==> src/rtl/ioctl_upload_server_if.sv <==
// Bus bundle between hps_io (ioctl upload side), the game core pause handshake
// and the core RAM read port. The server takes the slave view.
interface ioctl_upload_server_if #(parameter int ADDR_W = 10);
  logic              ioctl_upload;
  logic              ioctl_rd;
  logic [24:0]       ioctl_addr;
  logic [7:0]        ioctl_din;
  logic              ioctl_wait;
  logic              pause_req;
  logic              pause_ack;
  logic [ADDR_W-1:0] ram_addr;
  logic              ram_rd;
  logic [7:0]        ram_q;
  logic              busy;

  modport slave (
    input  ioctl_upload, ioctl_rd, ioctl_addr, pause_ack, ram_q,
    output ioctl_din, ioctl_wait, pause_req, ram_addr, ram_rd, busy
  );

  modport master (
    output ioctl_upload, ioctl_rd, ioctl_addr, pause_ack, ram_q,
    input  ioctl_din, ioctl_wait, pause_req, ram_addr, ram_rd, busy
  );
endinterface

==> src/rtl/ioctl_upload_server.sv <==
// Serves HPS upload reads from core RAM: pauses the CPU, fetches one byte per
// ioctl_rd and stalls the HPS with ioctl_wait until the byte is registered.
module ioctl_upload_server #(
  parameter int ADDR_W   = 10,
  parameter int DUMP_LEN = 256,
  parameter int RAM_LAT  = 1
) (
  input  logic                   clk,
  input  logic                   reset,
  ioctl_upload_server_if.slave   bus
);
  typedef enum logic [1:0] {IDLE, PAUSE, READY, FETCH} state_t;

  localparam logic [24:0] DUMP_C = 25'(DUMP_LEN);
  localparam logic [1:0]  LAT_C  = 2'(RAM_LAT);

  state_t            state_q;
  logic [7:0]        din_q;
  logic              wait_q, pause_q, rd_q, busy_q, pend_q;
  logic [ADDR_W-1:0] addr_q;
  logic [24:0]       pend_addr_q;
  logic [1:0]        cnt_q;

  logic [24:0] req_addr_c;
  logic        req_oor_c, take_rd_c;

  // A new strobe is honoured only while not stalling; otherwise it is a protocol violation.
  always_comb begin
    req_addr_c = pend_q ? pend_addr_q : bus.ioctl_addr;
    req_oor_c  = (req_addr_c >= DUMP_C);
    take_rd_c  = bus.ioctl_rd && !wait_q;
  end

  always_ff @(posedge clk) begin
    if (reset) begin
      state_q     <= IDLE;
      din_q       <= 8'h00;
      wait_q      <= 1'b0;
      pause_q     <= 1'b0;
      rd_q        <= 1'b0;
      busy_q      <= 1'b0;
      pend_q      <= 1'b0;
      addr_q      <= '0;
      pend_addr_q <= '0;
      cnt_q       <= '0;
    end else begin
      rd_q <= 1'b0;
      if (state_q != IDLE && !bus.ioctl_upload) begin
        state_q <= IDLE;
        busy_q  <= 1'b0;
        pause_q <= 1'b0;
        wait_q  <= 1'b0;
        pend_q  <= 1'b0;
      end else begin
        case (state_q)
          IDLE: begin
            if (take_rd_c) begin
              pend_q      <= 1'b1;
              pend_addr_q <= bus.ioctl_addr;
              wait_q      <= 1'b1;
            end
            if (bus.ioctl_upload) begin
              state_q <= PAUSE;
              busy_q  <= 1'b1;
              pause_q <= 1'b1;
            end
          end
          PAUSE: begin
            if (take_rd_c) begin
              pend_q      <= 1'b1;
              pend_addr_q <= bus.ioctl_addr;
              wait_q      <= 1'b1;
            end
            if (bus.pause_ack) state_q <= READY;
          end
          READY: begin
            if (!bus.pause_ack) begin
              state_q <= PAUSE;
              if (take_rd_c) begin
                pend_q      <= 1'b1;
                pend_addr_q <= bus.ioctl_addr;
                wait_q      <= 1'b1;
              end
            end else if (pend_q || take_rd_c) begin
              wait_q <= 1'b1;
              if (req_oor_c) begin
                din_q  <= 8'hFF;
                pend_q <= 1'b0;
              end else begin
                // Request stays pending through the fetch so a lost ack can replay it.
                state_q     <= FETCH;
                rd_q        <= 1'b1;
                addr_q      <= req_addr_c[ADDR_W-1:0];
                cnt_q       <= LAT_C;
                pend_q      <= 1'b1;
                pend_addr_q <= req_addr_c;
              end
            end else begin
              wait_q <= 1'b0;
            end
          end
          FETCH: begin
            if (!bus.pause_ack) begin
              state_q <= PAUSE;
            end else if (cnt_q == 2'd0) begin
              din_q   <= bus.ram_q;
              wait_q  <= 1'b0;
              pend_q  <= 1'b0;
              state_q <= READY;
            end else begin
              cnt_q <= cnt_q - 2'd1;
            end
          end
          default: state_q <= IDLE;
        endcase
      end
    end
  end

  assign bus.ioctl_din  = din_q;
  assign bus.ioctl_wait = wait_q;
  assign bus.pause_req  = pause_q;
  assign bus.ram_addr   = addr_q;
  assign bus.ram_rd     = rd_q;
  assign bus.busy       = busy_q;
endmodule

==> src/flat_wrapper.sv <==
// flat-port wrapper written by rule: the top's interface ports become plain ports
module ioctl_upload_server_flat 
#(
  parameter int ADDR_W   = 10,
  parameter int DUMP_LEN = 256,
  parameter int RAM_LAT  = 1
)
  (clk, reset, bus_ioctl_upload, bus_ioctl_rd, bus_ioctl_addr, bus_pause_ack, bus_ram_q, bus_ioctl_din, bus_ioctl_wait, bus_pause_req, bus_ram_addr, bus_ram_rd, bus_busy);
  ioctl_upload_server_if #(.ADDR_W(ADDR_W)) bus_i ();
  input  logic clk;
  input  logic reset;
  input wire logic [$bits(bus_i.ioctl_upload)-1:0] bus_ioctl_upload;
  input wire logic [$bits(bus_i.ioctl_rd)-1:0] bus_ioctl_rd;
  input wire logic [$bits(bus_i.ioctl_addr)-1:0] bus_ioctl_addr;
  input wire logic [$bits(bus_i.pause_ack)-1:0] bus_pause_ack;
  input wire logic [$bits(bus_i.ram_q)-1:0] bus_ram_q;
  output wire logic [$bits(bus_i.ioctl_din)-1:0] bus_ioctl_din;
  output wire logic [$bits(bus_i.ioctl_wait)-1:0] bus_ioctl_wait;
  output wire logic [$bits(bus_i.pause_req)-1:0] bus_pause_req;
  output wire logic [$bits(bus_i.ram_addr)-1:0] bus_ram_addr;
  output wire logic [$bits(bus_i.ram_rd)-1:0] bus_ram_rd;
  output wire logic [$bits(bus_i.busy)-1:0] bus_busy;
  assign bus_i.ioctl_upload = bus_ioctl_upload;
  assign bus_i.ioctl_rd = bus_ioctl_rd;
  assign bus_i.ioctl_addr = bus_ioctl_addr;
  assign bus_i.pause_ack = bus_pause_ack;
  assign bus_i.ram_q = bus_ram_q;
  assign bus_ioctl_din = bus_i.ioctl_din;
  assign bus_ioctl_wait = bus_i.ioctl_wait;
  assign bus_pause_req = bus_i.pause_req;
  assign bus_ram_addr = bus_i.ram_addr;
  assign bus_ram_rd = bus_i.ram_rd;
  assign bus_busy = bus_i.busy;
  ioctl_upload_server #(.ADDR_W(ADDR_W), .DUMP_LEN(DUMP_LEN), .RAM_LAT(RAM_LAT)) u_core (.clk(clk), .reset(reset), .bus(bus_i));
endmodule
==> config.mk <==
export PLATFORM = sky130hd
export DESIGN_NAME = ioctl_upload_server_flat
export DESIGN_NICKNAME = d
export VERILOG_FILES = /design/src/rtl/ioctl_upload_server_if.sv /design/src/rtl/ioctl_upload_server.sv /design/src/flat_wrapper.sv
export SDC_FILE = /design/constraint.sdc
export NUM_CORES = 1
export LEC_CHECK = 0
export CORE_MARGIN = 5
export CORE_UTILIZATION = 56
export CTS_BUF_LIST = sky130_fd_sc_hd__clkbuf_4 sky130_fd_sc_hd__clkbuf_8
export DETAILED_ROUTE_END_ITERATION = 16
export PLACE_DENSITY = 0.87
export SKIP_CTS_REPAIR_TIMING = 1
export SLEW_MARGIN = 5
export SYNTH_ARGS = -nofsm -noshare
export SYNTH_HDL_FRONTEND = slang
export SYNTH_SLANG_ARGS = --single-unit
==> constraint.sdc <==
create_clock -name clk -period 3.7 [get_ports clk]
set_input_delay 0.74 -clock clk [delete_from_list [all_inputs] [get_ports clk]]
set_output_delay 0.74 -clock clk [all_outputs]
set_load 0.01 [all_outputs]
# Yosys cells after proc, flatten, opt, wreduce, memory -nomap -nowiden
# Index checks and enable logic that the tools add are counted.
[op_classes]
n_reduce_logical = 21
eq_ne = 15
bitwise = 5
mux = 37
addsub = 1
n_lt_le_gt_ge = 1
[op_table]
columns = ["cell", "count"]
rows = [
  ["25-bit 2-to-1 mux", 5],
  ["25-bit case mux with 2 select lines", 1],
  ["8-bit 2-to-1 mux", 5],
  ["25-bit by 9-bit >= comparator with 1-bit output (second input constant)", 1],
  ["2-bit 2-to-1 mux", 12],
  ["8-bit case mux with 2 select lines", 1],
  ["7-bit AND reduction", 2],
  ["2-bit != test (second input constant)", 6],
  ["5-bit AND reduction", 2],
  ["1-bit 2-to-1 mux", 9],
  ["2-bit case mux with 4 select lines", 1],
  ["2-bit by 1-bit != test with 1-bit output (second input constant)", 3],
  ["3-bit by 2-bit != test with 1-bit output (second input constant)", 2],
  ["1-bit case mux with 3 select lines", 2],
  ["2-bit nonzero test", 3],
  ["1-bit inverter", 5],
  ["5-bit OR reduction", 1],
  ["2-bit equality test (second input constant)", 2],
  ["2-bit logical NOT", 2],
  ["2-bit case mux with 2 select lines", 1],
  ["2-bit AND reduction", 2],
  ["4-bit AND reduction", 1],
  ["2-bit OR reduction", 2],
  ["3-bit != test (second input constant)", 1],
  ["other kinds (6)", 8],
]
[word_totals]
ff_bits = 51
inputBits = 38
output_inout_bits = 22
wordCells = 89

# Logic depth before layout (Yosys ltp)
# Gate-level depths: netlist (run 1).
[depth]
word_depth = 6
depth_mapped = 8
ltp_nobuf = 6

# Worst setup path after synthesis (run 1)
# No wires, ideal clock.
[synth_path]
path_type = "input port to flip-flop"
from = "input port bus_ioctl_addr[11]"
to = "register u_core.addr_q[0] (netlist: u_core.bus.ram_addr[0])"
setup_ns = 0.069
required_time_ns = 3.631
stages = 6
arrival_ns = 2.253
path_buffers = 1
path_slack_ns = 1.378
path_cell_list = "or4_1 > o22ai_1 > nand4_1 > buf_2 > or4_1 > o21ai_1"
[synth_via]
elab_chain_len = 4
[synth_rtl]
columns = ["item", "line", "source"]
rows = [
  ["start, declared", "flat_wrapper.sv:14", "input wire logic [$bits(bus_i.ioctl_addr)-1:0] bus_ioctl_addr;"],
  ["25-bit 2-to-1 mux", "ioctl_upload_server.sv:29", "req_addr_c = pend_q ? pend_addr_q : bus.ioctl_addr;"],
  ["25-bit by 9-bit >= comparator with 1-bit output", "ioctl_upload_server.sv:30", "req_oor_c = (req_addr_c >= DUMP_C);"],
  ["1-bit inverter (no source line)", "--", ""],
  ["5-bit AND reduction (no source line)", "--", ""],
  ["end signal, assigned", "ioctl_upload_server.sv:93", "addr_q <= req_addr_c[ADDR_W-1:0];"],
  ["end, declared", "ioctl_upload_server.sv:20", "logic [ADDR_W-1:0] addr_q;"],
]
# Every way passes these cells.
# A chain may end at the register's enable or synchronous reset.

# Worst setup path in the final report (run 1)
[layout_path]
from = "input port bus_ioctl_addr[24]"
to = "register u_core.addr_q[7] (netlist: u_core.bus.ram_addr[7])"
# Same word-level chain as after synthesis.

==> summary.md, run 1 <==
| Metric | Value |
|---|---|
| Post-route ant nets | 0 |
| Hpwl dp | 4930 um |
| Rows | 25 |
| Post-Syn Area | 2740 um2 |
| Peak VDD IR | 0.246 mV |
| Layout cell share with drive strength beyond 1 | 6.14% |
| Clock buffer depth | 2 |
| Final worst path period share | 71.5% |
| Mean post-synth cell area | 7.93 um2 |
| Predominant post-synthesis flop cell | dfxtp_1 |
| First-pass DRT Iterations | 5 |
| TNS Setup | 0 ns |
| Slew margin rel. | 30.6% |
| IO Port Bufs | 59 |
| Seq cells post-synth | 51 |
| Clk root buf | clkbuf_8 |
| Synth async-reset ratio | 0% |
| RSZ-0062 raised after global routing | no |
| CTS clk-pin slew, worst paths | 0.09 ns |
| Die Height | 80.0 um |
| DR vias | 2884 |
| Slew Limit Fails | 0 |
| Initial Utilization | 57.7% |
| Largest net degree at the start of global routing | 32 |
| # DRC | 0 |
| GR Overflow Total | 0 |
| Max Freq | 378 MHz |
| Final Power | 1140 uW |
| CP Data Arrival Time | 2.89 ns |
| Synthesis-to-layout area growth | 26.7% |
| CP Class | input port to flop |
| Setup crit end kind | flop |
| DP Area | 3370 um2 |
| Crit start category | input port |
| Sink of the worst hold path | u_core.bus.ram_addr[6] |
| R2R Path End | u_core.bus.ram_addr[7] |
| Max cap viols | 0 |
| Final Hold Viols | 0 |
| Total die area | 6400 um2 |
| Critical Path RT | 3.94 ns |
| LEAKAGE | 0.00118 uW |
| # H-tree levels | 2 |
| Outcome | completed |
| TritonCTS Sinks | 51 |
| Clock period minus worst slack | 2.64 ns |
| First-pass GRT wire length | 12300 um |
| Core area | 4750 um2 |
| Number of synthesized flops with an enable pin | 0 |
| Final core utilization | 73.1% |
| Antenna violations before repair | 0 |
| Vias in the first global route | 2570 |
| R2r setup slk | 1.16 ns |
| Initial drt markers | 422 |
| Sequential fraction of the synthesis area | 37.2% |
| RR Startpoint | u_core.pend_q |
| Post-Route Skew | 0.00645 ns |
| Crit Path Max Fanout | 16 |
| Syn nets | 385 |
| Num ports | 60 |
| Synthesized instance count | 346 |
| Hold path cells | 2 |
| ANT cells | 0 |
| Reg2reg path depth | 6 |
| Worst hold start | u_core.bus.ram_addr[6] |
| Average wire per standard cell | 16.2 um |
| CTS Buf Count | 5 |
| GRT Total Usage | 24.0% |
| Post-layout nets | 429 |
| GPL Wtd Cong | 0.845 |
| Post-synth top area cell | dfxtp_1 |
| Synth top area cells | dfxtp_1 37%, nand3_1 14%, nand3b_1 6.8% |
| Synth top area share | 37.2% |
| WL final | 7420 um |
| Power Density | 327 nW/um2 |
| Netlist cell types | 46 |
| Hold crit path type | flop to flop |
| Non-Filler Cell Area, Final | 3470 um2 |
| Post-synth top cells | 77 x nand3_1, 51 x dfxtp_1, 27 x nand4_1, 25 x nand3b_1, 22 x clkbuf_1 |
| Top-count cell post-synth | nand3_1 |
| Worst-Margin Slew | 1.04 ns |
| Synth warn | 0 |
| Setup-failing EPs final | 0 |
| Die W | 80.0 um |
| CTS tree | yes |
| First element of the critical path | bus_ioctl_addr[24] |
| DR vias/cell | 6.30 |
| Skew-Pair Late Insertion Delay | 0.31 ns |
## final cells by class
cell class                      count  area, um2
Clock buffer                        8        104
Fill cell                         402       1280
Inverter                            6       22.5
Multi-Input combinational cell    256       1570
Sequential cell                    51       1020
Tap cell                           67       83.8
Timing Repair Buffer               70        673
## worst max-delay path: stages
cell and delay, ns:
clkdlybuf4s50_1 0.45, or4_1 0.51, o22ai_1 0.22, nand4_1 0.15, buf_4 0.21, or4_1 0.52
o21ai_1 0.09
## sequential cells by signal, summed over array words and instances (netlist names)
signal / flops
u_core.pend_addr_q: 25
u_core.cnt_q: 2
u_core.bus.busy: 1
u_core.pend_q: 1
u_core.bus.ram_addr: 10
u_core.bus.ioctl_din: 8
u_core.bus.ioctl_wait: 1
u_core.state_q: 2
u_core.bus.ram_rd: 1
## where the power goes
part,internal (uW),leakage [uW],switching (uW)
combinational,90.4,0.000709,88.9
clock,178,0.0000549,181
sequential,572,0.000415,25.5
## cells by family after synthesis
kind of cell	share of synthesized area [%]
multiplexers	3.33
AND/OR/NAND/NOR	43.9
buffers and inverters	5.70
flip-flops	37.2
AO/OA/AOI/OAI	9.40
adder cells (fa/ha/maj)	0.456
## metal layers
metal | share of wire, % | GRT usage [%] | up-vias | wire length [um]
li1 | - | - | 1382 | -
met1 | 44 | 33.6 | 1369 | 3290
met5 | 0 | 0 | - | 0
met4 | 1.3 | 7.77 | 0 | 98
met2 | 48 | 37.0 | 120 | 3570
met3 | 6.1 | 4.51 | 13 | 456
## placed cells by master, fill, tap and decap left out, types with 10 or more instances in the layout
cell type / n
or4_1: 11
nor3_1: 11
clkdlybuf4s50_1: 59
nand4_1: 27
nand3b_1: 25
o21ai_1: 10
nand3_1: 77
dfxtp_1: 51
buf_4: 11
nor2_1: 16
nand2b_1: 10
## stage by stage
| stage | hold WS [ns] | std cells | setup slack [ns] |
|---|---|---|---|
| floorplan | 0.469 | 346 | 1.38 |
| global placement | 0.446 | 450 | 0.822 |
| detailed placement | 0.453 | 450 | 0.748 |
| CTS | 0.468 | 458 | 1.07 |
| global route | 0.486 | 458 | 0.927 |
| finish | 0.467 | 458 | 1.06 |
## worst max-delay path by stage
stage	end	slack [ns]	cells after the start
detailed placement	u_core.bus.ram_addr[7]	0.75	7
floorplan	u_core.bus.ram_addr[0]	1.38	6
finish	u_core.bus.ram_addr[7]	1.06	7
global route	u_core.bus.ram_addr[0]	0.93	7
global placement	u_core.bus.ram_addr[0]	0.82	7
CTS	u_core.bus.ram_addr[7]	1.07	7
No activity file was read; power rests on OpenSTA's default activity.
==> run 2: changes to the inputs <==
CORE_UTILIZATION = 47   (was 56)
PLACE_DENSITY = 0.78   (was 0.87)
clock period = 2.35 ns   (was 3.7 ns; I/O delays follow)
==> summary.md, run 2 (synthesized netlist as in run 1, its figures left out) <==
| Metric | Value |
|---|---|
| Outcome | completed |
| Rows | 27 (+8.0%) |
| R2R Path End | u_core.bus.ram_addr[7] |
| CTS Buf Count | 5 (unchanged) |
| Crit path cell chain | clkdlybuf4s50_1 -> or4_4 -> o22ai_4 -> nand4_1 -> buf_2 -> or4_1 -> o21ai_1 |
| Setup crit end kind | flop |
| CP bufs+invs | 2 (unchanged) |
| Crit Path Max Fanout | 5 (-11) |
| CP Depth | 7 (unchanged) |
| First-pass DRT Iterations | 5 (unchanged) |
| CP delay by family, top | simple AND/OR/NAND/NOR gates |
| GPL Wtd Cong | 0.915 (+8.3%) |
| Hold path cells | 1 (-1) |
| Final non-filler cell total | 487 (+6.3%) |
| CTS tree | yes |
| Clock period minus worst slack | 2.33 ns |
| Fillers | 479 (+19%) |
| Setup-failing EPs final | 0 (unchanged) |
| TNS Setup | 0 ns (unchanged) |
| Max cap viols | 0 (unchanged) |
| Vias in the first global route | 2862 (+11%) |
| Core area | 5570 um2 (+17%) |
| Worst hold slack | 0.469 ns (+0.00159 ns) |
| DR vias | 2996 (+3.9%) |
| Hpwl dp | 5310 um (+7.5%) |
| Synthesis-to-layout area growth | 36.2% |
| Layout cell share with drive strength beyond 1 | 13.0% (+6.9 points) |
| Initial Utilization | 49.2% (-8.5 points) |
| Reg2reg path depth | 7 (+1) |
| Worst-Margin Slew | 0.563 ns (-0.475 ns) |
| GR Overflow Total | 0 (unchanged) |
| Hold crit path type | flop to flop |
| Die Height | 86.4 um (+8.0%) |
| Critical Path Max Stage Delay | 0.53 ns (about the same) |
| ANT cells | 0 (unchanged) |
| Max Freq | 429 MHz |
| Commonest non-fill, non-tap cell in the layout | nand3_1 |
| Power Density | 486 nW/um2 (+49%) |
| Peak VDD IR | 0.266 mV (+8.1%) |
| Inst Count DP | 478 (+6.2%) |
| Slew margin rel. | 62.4% (+32 points) |
| Final core utilization | 67.0% (-6.1 points) |
| TritonCTS Sinks | 51 (unchanged) |
| Die W | 86.4 um (+8.0%) |
| Post-layout nets | 453 (+5.6%) |
| Top reg by flops | u_core.pend_addr_q |
| DR vias/cell | 6.15 (-2.3%) |
| Antenna violations before repair | 0 (unchanged) |
| Final worst path period share | 99.1% |
| DP Area | 3570 um2 (+6.1%) |
| # H-tree levels | 2 (unchanged) |
| Num ports | 60 (unchanged) |
| RR Startpoint | u_core.pend_q |
| Average wire per standard cell | 16.2 um (+0.22%) |
| Final Hold Viols | 0 (unchanged) |
| LEAKAGE | 0.00134 uW (+14%) |
| # DRC | 0 (unchanged) |
| Post-route ant nets | 0 (unchanged) |
| CP Data Arrival Time | 2.57 ns (-0.32 ns) |
| Total die area | 7460 um2 (+17%) |
| WL final | 7900 um (+6.6%) |
| Crit path capture | u_core.bus.ram_addr[7] |
| First element of the critical path | bus_ioctl_addr[13] |
| Most frequent cells in the layout | 77 x nand3_1, 55 x clkdlybuf4s50_1, 51 x dfxtp_1, 31 x buf_4, 27 x nand4_1 |
| Max FFs per register | 25 (unchanged) |
| Largest net degree at the start of global routing | 63 (+97%) |
| Slowest-stage cell, CP | or4_4 |
| Critical Path RT | 2.59 ns (-1.35 ns) |
| Clk root buf | clkbuf_8 |
| Post-Route Skew | 0.00731 ns (+0.000859 ns) |
| First-pass GRT wire length | 13000 um (+5.3%) |
| Skew-Pair Late Insertion Delay | 0.31 ns (about the same) |
| Crit start category | input port |
| CTS clk-pin slew, worst paths | 0.10 ns (about the same) |
| Non-Filler Cell Area, Final | 3730 um2 (+7.5%) |
| Initial drt markers | 302 (-28%) |
| IO Port Bufs | 59 (unchanged) |
| Clock buffer depth | 2 (unchanged) |
| Slew Limit Fails | 0 (unchanged) |
| R2r setup slk | 0.08 ns (-1.08 ns) |
| CP Class | input port to flop |
| GRT Total Usage | 21.0% (-3.0 points) |
run 2: cell count changes in the layout (fill, tap and decap cells not counted), moves of 2 or more:
cell and change:
buf_12 +2, buf_4 +20, clkdlybuf4s50_1 -4, dlymetal6s2s_1 +4
o22ai_1 -2, o22ai_4 +2, or4_1 -4, or4_4 +4
run 2: worst min path at each step:
stage          slack, ns                       to                     from
2_1_floorplan       0.47          u_core.cnt_q[1]          u_core.cnt_q[1]
3_3_place_gp        0.45  u_core.bus.ioctl_din[7]  u_core.bus.ioctl_din[7]
3_5_place_dp        0.45  u_core.bus.ioctl_din[6]  u_core.bus.ioctl_din[6]
4_1_cts             0.48   u_core.bus.ram_addr[4]   u_core.bus.ram_addr[4]
5_1_grt             0.49   u_core.bus.ram_addr[4]   u_core.bus.ram_addr[4]
6_report            0.47  u_core.bus.ioctl_din[6]  u_core.bus.ioctl_din[6]
run 2: final cells by class:
cell class                 instances  area (um2)  area share (%)
multi-input combinational        256        1610            43.2
sequential                        51        1020            27.3
timing repair buffer              94         890            23.8
tap                               72        90.1            2.41
clock buffer                       6        82.6            2.21
inverter                           6        22.5           0.603
clock inverter                     2        16.3           0.436
run 2: stage by stage:
stage                     setup WS (ns)  total power (uW)
after floorplan                   0.298              1100
after global placement           -0.225              1270
after detailed placement         -0.290              1270
after CTS                        0.0163              1810
after global routing            -0.0533              1890
final                            0.0209              1820
run 2: where the power goes:
| group | internal (uW) | switching (uW) |
|---|---|---|
| Combinational | 175 | 160 |
| Clock | 241 | 304 |
| Sequential | 901 | 35.3 |
| Total | 1320 | 499 |
run 2: worst reg2reg max path, cell delays in order (launching register included):
cell and delay (ns):
dfxtp_1 0.46, buf_4 0.19, nor4b_1 0.28, o22a_1 0.26, nand4_1 0.22, buf_2 0.22, or4_1 0.49, o21ai_1 0.09
run 2: per-layer routing:
| layer | GRT usage [%] | vias up | wire length, um |
|---|---|---|---|
| met2 | 33.5 | 130 | 3840 |
| met3 | 3.33 | 14 | 501 |
| met5 | 0 | - | 0 |
| met4 | 9.49 | 0 | 130 |
| met1 | 27.9 | 1421 | 3430 |
| li1 | - | 1431 | - |
